--- src/rtl/moldudp64_header_if.sv ---
// Stream bundle between the UDP payload source and the MoldUDP64 header stripper.
// The master drives the *_i beat and receives the forwarded *_o beat.
interface moldudp64_header_if #(
    parameter int DATA_W = 64,
    parameter int KEEP_W = 8
);
    logic              valid_i;
    logic [DATA_W-1:0] data_i;
    logic [KEEP_W-1:0] keep_i;
    logic              last_i;
    logic              valid_o;
    logic [DATA_W-1:0] data_o;
    logic [KEEP_W-1:0] keep_o;
    logic              last_o;
    logic              init_v_o;

    modport master (
        output valid_i, data_i, keep_i, last_i,
        input  valid_o, data_o, keep_o, last_o, init_v_o
    );

    modport slave (
        input  valid_i, data_i, keep_i, last_i,
        output valid_o, data_o, keep_o, last_o, init_v_o
    );
endinterface

--- src/rtl/moldudp64_header.sv ---
// Strips the 20-byte MoldUDP64 header from a 64-bit payload stream, tracks the
// expected sequence number per session and drops fully duplicate packets.
module moldudp64_header #(
    parameter int AXI_DATA_W = 64,
    parameter int AXI_KEEP_W = 8,
    parameter int SID_W      = 80,
    parameter int SEQ_W      = 64,
    parameter int CNT_W      = 16
) (
    input  logic             clk,
    input  logic             reset,
    moldudp64_header_if.slave s_if,
    output logic [SID_W-1:0] sid_o,
    output logic [SEQ_W-1:0] seq_o,
    output logic [CNT_W-1:0] cnt_o,
    output logic             hdr_v_o,
    output logic             gap_v_o,
    output logic             dup_v_o,
    output logic             hb_v_o,
    output logic             eos_v_o,
    output logic             err_v_o
);

    typedef enum logic [1:0] {
        H0 = 2'd0,
        H1 = 2'd1,
        H2 = 2'd2,
        PL = 2'd3
    } state_t;

    // Byte 0 of the beat is the most significant byte of every header field.
    function automatic logic [63:0] bswap64(input logic [63:0] d);
        logic [63:0] r;
        for (int n = 0; n < 8; n++) begin
            r[63-8*n -: 8] = d[8*n +: 8];
        end
        return r;
    endfunction

    state_t       r_state;
    logic         r_drop;
    logic [63:0]  r_sid_hi;
    logic [15:0]  r_sid_lo;
    logic [47:0]  r_seq_hi;
    logic [79:0]  r_sess_sid;
    logic [63:0]  r_exp;
    logic         r_exp_v;

    logic [63:0]  w_be;
    logic [79:0]  w_sid;
    logic [63:0]  w_seq;
    logic [15:0]  w_cnt;
    logic [63:0]  w_sum;
    logic         w_hb;
    logic         w_eos;
    logic         w_new;
    logic         w_gap;
    logic         w_dup;
    logic         w_runt;
    logic         w_fwd;

    // Header fields assembled from the H2 beat and the sequence decision on it.
    always_comb begin
        w_be   = bswap64(s_if.data_i);
        w_sid  = {r_sid_hi, r_sid_lo};
        w_seq  = {r_seq_hi, w_be[63:48]};
        w_cnt  = w_be[47:32];
        w_sum  = w_seq + {48'd0, w_cnt};
        w_hb   = (w_cnt == 16'h0000);
        w_eos  = (w_cnt == 16'hFFFF);
        w_new  = !r_exp_v || (w_sid != r_sess_sid);
        w_gap  = 1'b0;
        w_dup  = 1'b0;
        if (w_new) begin
            w_gap = 1'b0;
            w_dup = 1'b0;
        end else if (w_seq > r_exp) begin
            w_gap = 1'b1;
        end else if ((w_seq < r_exp) && (w_sum <= r_exp)) begin
            w_dup = 1'b1;
        end else begin
            w_gap = 1'b0;
            w_dup = 1'b0;
        end
        w_runt = s_if.last_i && (s_if.keep_i != 8'h0F) && w_hb;
        w_fwd  = !w_dup && !w_hb && !w_eos;
    end

    // Header parse FSM, expected-sequence tracking and registered outputs.
    always_ff @(posedge clk) begin
        if (reset) begin
            r_state       <= H0;
            r_drop        <= 1'b0;
            r_sid_hi      <= 64'd0;
            r_sid_lo      <= 16'd0;
            r_seq_hi      <= 48'd0;
            r_sess_sid    <= 80'd0;
            r_exp         <= 64'd0;
            r_exp_v       <= 1'b0;
            s_if.valid_o  <= 1'b0;
            s_if.data_o   <= 64'd0;
            s_if.keep_o   <= 8'd0;
            s_if.last_o   <= 1'b0;
            s_if.init_v_o <= 1'b0;
            sid_o         <= 80'd0;
            seq_o         <= 64'd0;
            cnt_o         <= 16'd0;
            hdr_v_o       <= 1'b0;
            gap_v_o       <= 1'b0;
            dup_v_o       <= 1'b0;
            hb_v_o        <= 1'b0;
            eos_v_o       <= 1'b0;
            err_v_o       <= 1'b0;
        end else begin
            s_if.valid_o  <= 1'b0;
            s_if.last_o   <= 1'b0;
            s_if.init_v_o <= 1'b0;
            hdr_v_o       <= 1'b0;
            gap_v_o       <= 1'b0;
            dup_v_o       <= 1'b0;
            hb_v_o        <= 1'b0;
            eos_v_o       <= 1'b0;
            err_v_o       <= 1'b0;
            if (s_if.valid_i) begin
                case (r_state)
                    H0: begin
                        if (s_if.last_i) begin
                            err_v_o <= 1'b1;
                            r_state <= H0;
                        end else begin
                            r_sid_hi <= w_be;
                            r_state  <= H1;
                        end
                    end
                    H1: begin
                        if (s_if.last_i) begin
                            err_v_o <= 1'b1;
                            r_state <= H0;
                        end else begin
                            r_sid_lo <= w_be[63:48];
                            r_seq_hi <= w_be[47:0];
                            r_state  <= H2;
                        end
                    end
                    H2: begin
                        if (w_runt) begin
                            err_v_o <= 1'b1;
                            r_state <= H0;
                        end else begin
                            hdr_v_o <= 1'b1;
                            gap_v_o <= w_gap;
                            dup_v_o <= w_dup;
                            hb_v_o  <= w_hb;
                            eos_v_o <= w_eos;
                            sid_o   <= w_sid;
                            seq_o   <= w_seq;
                            cnt_o   <= w_cnt;
                            if (!w_dup) begin
                                r_sess_sid <= w_sid;
                                r_exp      <= w_sum;
                                r_exp_v    <= !w_eos;
                            end else if (w_eos) begin
                                r_exp_v <= 1'b0;
                            end
                            if (w_fwd) begin
                                s_if.valid_o  <= 1'b1;
                                s_if.init_v_o <= 1'b1;
                                s_if.data_o   <= s_if.data_i;
                                s_if.keep_o   <= s_if.keep_i;
                                s_if.last_o   <= s_if.last_i;
                            end
                            // Packets with nothing to forward swallow their tail beats.
                            r_drop  <= !w_fwd;
                            r_state <= s_if.last_i ? H0 : PL;
                        end
                    end
                    PL: begin
                        if (!r_drop) begin
                            s_if.valid_o <= 1'b1;
                            s_if.data_o  <= s_if.data_i;
                            s_if.keep_o  <= s_if.keep_i;
                            s_if.last_o  <= s_if.last_i;
                        end
                        if (s_if.last_i) begin
                            r_state <= H0;
                            r_drop  <= 1'b0;
                        end
                    end
                    default: begin
                        r_state <= H0;
                        r_drop  <= 1'b0;
                    end
                endcase
            end
        end
    end

endmodule

--- src/flat_wrapper.sv ---
// flat-port wrapper written by rule: the top's interface ports become plain ports
module moldudp64_header_flat 
#(
    parameter int AXI_DATA_W = 64,
    parameter int AXI_KEEP_W = 8,
    parameter int SID_W      = 80,
    parameter int SEQ_W      = 64,
    parameter int CNT_W      = 16
)
  (clk, reset, sid_o, seq_o, cnt_o, hdr_v_o, gap_v_o, dup_v_o, hb_v_o, eos_v_o, err_v_o, s_if_valid_i, s_if_data_i, s_if_keep_i, s_if_last_i, s_if_valid_o, s_if_data_o, s_if_keep_o, s_if_last_o, s_if_init_v_o);
  moldudp64_header_if #(.DATA_W(64), .KEEP_W(8)) s_if_i ();
  input  logic clk;
  input  logic reset;
  output logic [SID_W-1:0] sid_o;
  output logic [SEQ_W-1:0] seq_o;
  output logic [CNT_W-1:0] cnt_o;
  output logic hdr_v_o;
  output logic gap_v_o;
  output logic dup_v_o;
  output logic hb_v_o;
  output logic eos_v_o;
  output logic err_v_o;
  input wire logic [$bits(s_if_i.valid_i)-1:0] s_if_valid_i;
  input wire logic [$bits(s_if_i.data_i)-1:0] s_if_data_i;
  input wire logic [$bits(s_if_i.keep_i)-1:0] s_if_keep_i;
  input wire logic [$bits(s_if_i.last_i)-1:0] s_if_last_i;
  output wire logic [$bits(s_if_i.valid_o)-1:0] s_if_valid_o;
  output wire logic [$bits(s_if_i.data_o)-1:0] s_if_data_o;
  output wire logic [$bits(s_if_i.keep_o)-1:0] s_if_keep_o;
  output wire logic [$bits(s_if_i.last_o)-1:0] s_if_last_o;
  output wire logic [$bits(s_if_i.init_v_o)-1:0] s_if_init_v_o;
  assign s_if_i.valid_i = s_if_valid_i;
  assign s_if_i.data_i = s_if_data_i;
  assign s_if_i.keep_i = s_if_keep_i;
  assign s_if_i.last_i = s_if_last_i;
  assign s_if_valid_o = s_if_i.valid_o;
  assign s_if_data_o = s_if_i.data_o;
  assign s_if_keep_o = s_if_i.keep_o;
  assign s_if_last_o = s_if_i.last_o;
  assign s_if_init_v_o = s_if_i.init_v_o;
  moldudp64_header #(.AXI_DATA_W(AXI_DATA_W), .AXI_KEEP_W(AXI_KEEP_W), .SID_W(SID_W), .SEQ_W(SEQ_W), .CNT_W(CNT_W)) u_core (.clk(clk), .reset(reset), .s_if(s_if_i), .sid_o(sid_o), .seq_o(seq_o), .cnt_o(cnt_o), .hdr_v_o(hdr_v_o), .gap_v_o(gap_v_o), .dup_v_o(dup_v_o), .hb_v_o(hb_v_o), .eos_v_o(eos_v_o), .err_v_o(err_v_o));
endmodule
--- config.mk ---
export PLATFORM = sky130hd
export DESIGN_NAME = moldudp64_header_flat
export DESIGN_NICKNAME = d
export VERILOG_FILES = /design/src/rtl/moldudp64_header_if.sv /design/src/rtl/moldudp64_header.sv /design/src/flat_wrapper.sv
export SDC_FILE = /design/constraint.sdc
export NUM_CORES = 1
export LEC_CHECK = 0
export BUFFER_PORTS_ARGS = -buffer_cell sky130_fd_sc_hd__buf_4
export CORE_UTILIZATION = 55
export CTS_CLUSTER_DIAMETER = 80
export CTS_CLUSTER_SIZE = 10
export DETAILED_ROUTE_END_ITERATION = 8
export HOLD_SLACK_MARGIN = 0.03
export PLACE_DENSITY = 0.77
export SLEW_MARGIN = 20
export SYNTH_ARGS = -nofsm -noshare
export SYNTH_HDL_FRONTEND = slang
export SYNTH_SLANG_ARGS = --single-unit
--- constraint.sdc ---
create_clock -name clk -period 6.4 [get_ports clk]
set_clock_uncertainty 0.15 [all_clocks]
set_input_delay 1.28 -clock clk [delete_from_list [all_inputs] [get_ports clk]]
set_output_delay 1.28 -clock clk [all_outputs]
set_load 0.02 [all_outputs]
==> impl_results.md, run 1 <==
* FFs w/ async S/R, synth at 0%
* CP Capture Type: register
* Initial antenna violation count at 0
* Crit share post-route at 93.0%
* Worst setup SP type: input port
* CP delay by family, top: compound AO/OA/AOI/OAI gates
* R2R Setup Slk at 0.69 ns
* Critical path startpoint: s_if_data_i[25]
* Slew headroom at 32.3%
* Setup ws final at 0.447 ns
* Clk_lat worst skew at 0.62 ns
* Status: finished clean
* HP Class: register to register
* TritonCTS Sinks at 517
* Power Total at 6.89 mW
* # resized after CTS at 0
* Synth cell types at 60
* Filler cells at 3589
* Leakage at 12.2 nW
* RSZ-0062 raised after global routing: no
* Min Tclk post-route at 5.95 ns
* Core box area at 43000 µm²
* Width of the die at 211 µm
* Cts bufs inserted at 57
* Routed WL at 74900 µm
* Largest net degree at the start of global routing at 209
* Met2 GRT Util at 54.6%
* Post-CTS Setup Repair Bufs at 0
* Routed WL per cell at 19.8 µm
* Met3 global-route usage at 5.35%
* Remaining DRCs at 0
* Average cell area after synthesis at 8.28 µm²
* Layout cell share with drive strength beyond 1 at 16.0%
* Reg-to-Reg Start: u_core.r_seq_hi[1]$_SDFFE_PP0P_
* Mapped Cells at 2894
* Hold bufs inserted after CTS at 0
* Layout Utilization at 66.9%
* CP Cell Sequence: buf_4 -> ha_1 -> a211oi_1 -> o21bai_1 -> a211o_1 -> a221o_1 -> and4_1 -> nand2_1 -> xnor2_1 -> ha_1 -> nand4_1 -> nor4_1 -> buf_4 -> o31a_1 -> o21ai_0 -> nand4_1 -> o211ai_1 -> a21oi_4 -> buf_12 -> mux2i_1
* Port buffer count at 316
* Full die area at 44400 µm²
* Final hold violations at 0
* Slowest cell delay on critical path at 0.54 ns
* Max-slew violation count at 0
* All-Layer GR Usage at 33.2%
* Max Cap Violations at 0
* Synthesis Warnings at 0
* Peak Freq at 0.168 GHz
* Critical Path End: u_core.s_if.data_o[7]$_SDFFE_PP0P_
* Worst vdd ir at 0.183 mV
* Final setup vio count at 0
* Met1 usage at 43.6%
* First-pass iteration count of the detailed router at 5
* Top FF cell, synth: dfxtp_1
* Worst-case reg-to-reg path depth at 17
* Worst EP required at 6.79 ns
* Number of synthesized flops with an enable pin at 0
* RePlAce Congestion at 0.910
* Final HPWL DP at 54200 µm
* Avg Vias per Cell at 5.73
* Vias at 21700
* PD cells at 239 nW/µm²
* Seq cells post-synth at 517
* GRT overflow at 0
* Die height at 211 µm
* Root Buffer: clkbuf_16
* Clk slew on worst S/H paths at 0.06 ns
* CTS Buffer Depth at 3
* # nets final at 3414
* H-tree Lvls at 2
* Mapped Area at 24000 µm²
* Post-place setup slack at -0.112 ns
* CTS tree: built
* Vias in the first global route at 20900
* Worst path depth at 20
* # IOs at 317
* Sequential area share after synthesis at 43.2%
* CP max FO at 24
* Tightest Pin Transition at 1.02 ns
* Area Growth Syn to Fin at 20.0%
* Worst EP arrival at 6.34 ns
* Top Usage Layer GRT: met2
* First-pass GRT wire length at 116000 µm
* # rows at 76
* Crit-path slowest cell: a221o_1
* Ant diodes at 0
* WP buf/inv at 3
* CP Class: input port to register
* Detail Route Antenna Nets at 0
* Syn_nets at 3115
* Starting Density at 55.8%
* Post-Layout Inst Area at 28800 µm²
* FF-to-FF End: u_core.s_if.data_o[7]$_SDFFE_PP0P_
* Placed Area at 27300 µm²
* Setup TNS at 0 ns
* Initial DRC count at 1654
==> metal layers <==
| layer | part of all wire [%] | up-vias |
|---|---|---|
| li1 | - | 10300 |
| met1 | 42 | 10400 |
| met2 | 47 | 825 |
| met4 | 3.7 | 0 |
| met5 | 0 | - |
| met3 | 7.2 | 137 |
==> cell families after synthesis <==
| family | after synthesis | synth area share, % |
|---|---|---|
| AND/OR/NAND/NOR | 1159 | 20.2 |
| adder cells (fa/ha/maj) | 145 | 7.60 |
| flip-flops | 517 | 43.2 |
| multiplexers | 168 | 7.02 |
| AO/OA/AOI/OAI | 517 | 12.9 |
| buffers and inverters | 273 | 4.93 |
| XOR/XNOR | 115 | 4.20 |
==> cell type report <==
type                    count  area, µm²  share of cell area, %
inverters                 107        404                   1.40
clock inverters             3       55.1                  0.191
clock buffers              58       1450                   5.05
repair buffers            406       3290                   11.4
well taps                 585        732                   2.54
flip-flops and latches    517      10300                   36.0
multi-input cells        2104      12500                   43.4
==> worst min path at each step <==
stage,from,endpoint,slack [ns],cells past startpoint
finish,u_core.cnt_o[7]$_SDFFE_PP0P_,u_core.cnt_o[7]$_SDFFE_PP0P_,0.30,2
global route,u_core.sid_o[26]$_SDFFE_PP0P_,u_core.sid_o[26]$_SDFFE_PP0P_,0.32,2
CTS,u_core.cnt_o[7]$_SDFFE_PP0P_,u_core.cnt_o[7]$_SDFFE_PP0P_,0.31,2
detailed placement,u_core.cnt_o[7]$_SDFFE_PP0P_,u_core.cnt_o[7]$_SDFFE_PP0P_,0.30,2
global placement,u_core.seq_o[41]$_SDFFE_PP0P_,u_core.seq_o[41]$_SDFFE_PP0P_,0.29,2
floorplan,u_core.r_exp[8]$_SDFFE_PP0P_,u_core.r_exp[8]$_SDFFE_PP0P_,0.29,2
==> layout by cell type, fill, tap and decap left out, types with 29 or more instances in the layout <==
master / n
inv_1: 106
dfxtp_1: 517
xor2_1: 46
ha_1: 144
a21oi_1: 358
mux2i_1: 168
nand3_1: 32
xnor2_1: 69
nand4_1: 58
clkbuf_16: 58
buf_4: 386
a211oi_2: 29
nor2_1: 175
nand2_1: 775
==> cell usage after synthesis (29+ instances only) <==
library cell  instances  share of area, %
nand4_1              58               1.5
xnor2_1              69               2.5
nand3_1              34              0.71
a21oi_1             360               7.5
dfxtp_1             517                43
clkbuf_1            123               1.9
xor2_1               46               1.7
nor2_1              175               2.7
a211oi_2             29               1.5
inv_1               106               1.7
ha_1                144               7.5
mux2i_1             168               7.0
nand2_1             775                12
==> per-stage QoR <==
| step | hold WS [ns] | instances |
|---|---|---|
| after global routing | 0.321 | 3780 |
| final | 0.304 | 3780 |
| after detailed placement | 0.299 | 3719 |
| after floorplan | 0.286 | 2894 |
| after CTS | 0.307 | 3780 |
| after global placement | 0.292 | 3719 |
==> power by group <==
| part | switching (mW) | total [mW] | internal [mW] |
|---|---|---|---|
| clock network | 1.25 | 2.85 | 1.59 |
| registers | 0.0586 | 3.32 | 3.26 |
| logic | 0.446 | 0.718 | 0.272 |
| total | 1.76 | 6.89 | 5.13 |
==> tightest hold or removal path, delay by kind of cell (launching register included) <==
kind,cells,cell delay [ns]
DFF,1,0.31
AOI/OAI and AO/OA,1,0.05
and+or+nand+nor,1,0.05
==> flip-flops by register name, indices dropped and copies added (netlist names), 8 cells and up <==
signal,cells
u_core.r_seq_hi,48
u_core.sid_o,80
u_core.s_if.data_o,64
u_core.r_exp,64
u_core.cnt_o,16
u_core.r_sess_sid,80
u_core.s_if.keep_o,8
u_core.r_sid_lo,16
u_core.r_sid_hi,64
u_core.seq_o,64
Note: power is estimated with default switching activity, not from simulation.
==> run 2, diff against run 1 <==
- CAP_MARGIN: unset -> 10
- CORE_UTILIZATION: 55 -> 58
- PLACE_DENSITY: 0.77 -> 0.8
==> run 2 against run 1 <==
Non-clock buffer count fell by 30. First-iteration DRC count grew 1.6%. Via count hardly changed. Power up 0.18%. Critical path type unchanged.
==> impl_results.md, run 2 (synthesis results as in run 1) <==
* Status: finished clean
* Core box area at 40800 µm²
* Power Total at 6.90 mW
* Met2 GRT Util at 55.3%
* # resized after CTS at 0
* Logic gate share of total power at 10.2%
* FF/Latch Area at 10300 µm²
* First-pass iteration count of the detailed router at 6
* CP Class: input port to register
* First-pass GRT wire length at 113000 µm
* Sw power at 1.78 mW
* Initial DRC count at 1680
* H-tree Lvls at 2
* Most frequent cells in the layout: 775 x nand2_1, 517 x dfxtp_1, 361 x buf_4
* HP Class: register to register
* Max Cap Violations at 0
* Starting Density at 58.7%
* Met1 usage at 45.4%
* GRT overflow at 0
* Crit share post-route at 93.7%
* Max-slew violation count at 0
* Full die area at 42100 µm²
* # IOs at 317
* Leakage at 12.0 nW
* Cts bufs inserted at 57
* Layout cell share with drive strength beyond 1 at 15.2%
* Area Growth Syn to Fin at 18.6%
* Worst EP arrival at 6.31 ns
* Worst EP required at 6.72 ns
* Regs by FF count: u_core.r_sess_sid x80, u_core.sid_o x80
* Post-place setup slack at -0.102 ns
* Clk slew on worst S/H paths at 0.06 ns
* All-Layer GR Usage at 34.4%
* CTS Buffer Depth at 3
* Final hold violations at 0
* Routed WL per cell at 20.0 µm
* Worst vdd ir at 0.222 mV
* Clk_lat worst skew at 0.63 ns
* Final setup vio count at 0
* Root Buffer: clkbuf_16
* CTS tree: built
* TritonCTS Sinks at 517
* Filler cells at 3274
* Slew headroom at 30.7%
* Multi-input logic area at 12500 µm²
* Commonest non-fill, non-tap cell in the layout: nand2_1
* Vias at 21700
* Met3 global-route usage at 4.97%
* Internal at 5.12 mW
* Routed WL at 73800 µm
* Remaining DRCs at 0
* Final cell count without fillers at 3697
* Tightest Pin Transition at 1.04 ns
* Post-CTS Setup Repair Bufs at 0
* # nets final at 3384
* Width of the die at 205 µm
* Initial antenna violation count at 0
* Worst setup SP type: input port
* Setup TNS at 0 ns
* Avg Vias per Cell at 5.86
* Peak Freq at 0.167 GHz
* RePlAce Congestion at 0.979
* Port buffer count at 316
* Detail Route Antenna Nets at 0
* Largest net degree at the start of global routing at 195
* RSZ-0062 raised after global routing: no
* Reg power frac at 48.2%
* Die height at 205 µm
* CP Capture Type: register
* Top Usage Layer GRT: met2
* # rows at 74
* Ant diodes at 0
* Clock Power Share at 41.6%
* Dpl cells at 3636
* Hold bufs inserted after CTS at 0
* Vias in the first global route at 20400
* Min Tclk post-route at 6.00 ns
* PD cells at 243 nW/µm²
* Switch share at 25.8%
* CP max FO at 11
* Setup ws final at 0.405 ns
* Final HPWL DP at 52600 µm
## run 2: cell types whose count changed in the layout (fill, tap and decap cells not counted), sizes merged
cell	change
buf	-30
clkinv	+1
inv	-1
## run 2: critical path: stages
cell and delay, ns:
buf_4 0.15, ha_1 0.31, a211oi_1 0.27, o21bai_1 0.14
a211o_1 0.33, a221o_1 0.45, buf_4 0.22, nand2_1 0.17
nor3_1 0.08, xor2_1 0.16, ha_1 0.31, nand4_1 0.17
nor4_1 0.50, and3_1 0.33, nand4_1 0.09, o21ai_0 0.13
nand4_1 0.24, o21ai_4 0.23, buf_12 0.17, buf_4 0.24
mux2i_1 0.23, nor2_1 0.07
## run 2: metrics by stage
step	cell area (µm²)	hold slack [ns]	utilization [%]
4_1_cts	28400	0.309	69.6
6_report	28400	0.306	69.6
2_1_floorplan	24000	0.286	-
5_1_grt	28400	0.326	69.6
3_5_place_dp	26900	0.297	65.9
3_3_place_gp	26900	0.292	65.9
## run 2: path summary, 6_finish.rpt
path	endpoint	cells after the start	slack [ns]	startpoint
min reg2reg	u_core.seq_o[61]$_SDFFE_PP0P_	2	0.31	u_core.seq_o[61]$_SDFFE_PP0P_
max	u_core.r_sess_sid[12]$_SDFFE_PP0P_	22	0.40	s_if_data_i[9]
min	u_core.seq_o[61]$_SDFFE_PP0P_	2	0.31	u_core.seq_o[61]$_SDFFE_PP0P_
max reg2reg	u_core.r_sess_sid[12]$_SDFFE_PP0P_	18	0.59	u_core.r_seq_hi[0]$_SDFFE_PP0P_
## run 2: power by group through the flow
stage / logic (mW) / clock network [mW] / registers [mW]
floorplan: 0.409 / 0 / 3.38
global placement: 0.677 / 0 / 3.39
detailed placement: 0.690 / 0 / 3.39
CTS: 0.695 / 2.90 / 3.32
global route: 0.765 / 3.01 / 3.32
finish: 0.705 / 2.87 / 3.32
## run 2: routing by layer
| metal | wire (µm) | share of wire (%) | vias to the layer above |
|---|---|---|---|
| li1 | - | - | 10300 |
| met1 | 31100 | 42 | 10400 |
| met2 | 33800 | 46 | 880 |
| met3 | 5650 | 7.6 | 158 |
| met4 | 3240 | 4.4 | 0 |
| met5 | 0 | 0 | - |
## run 2: cell type report
class | count | area share, %
inverter | 107 | 1.42
sequential | 517 | 36.4
timing repair buffer | 376 | 10.6
clock buffer | 58 | 5.11
tap | 532 | 2.34
multi-input combinational | 2104 | 43.9
clock inverter | 3 | 0.229
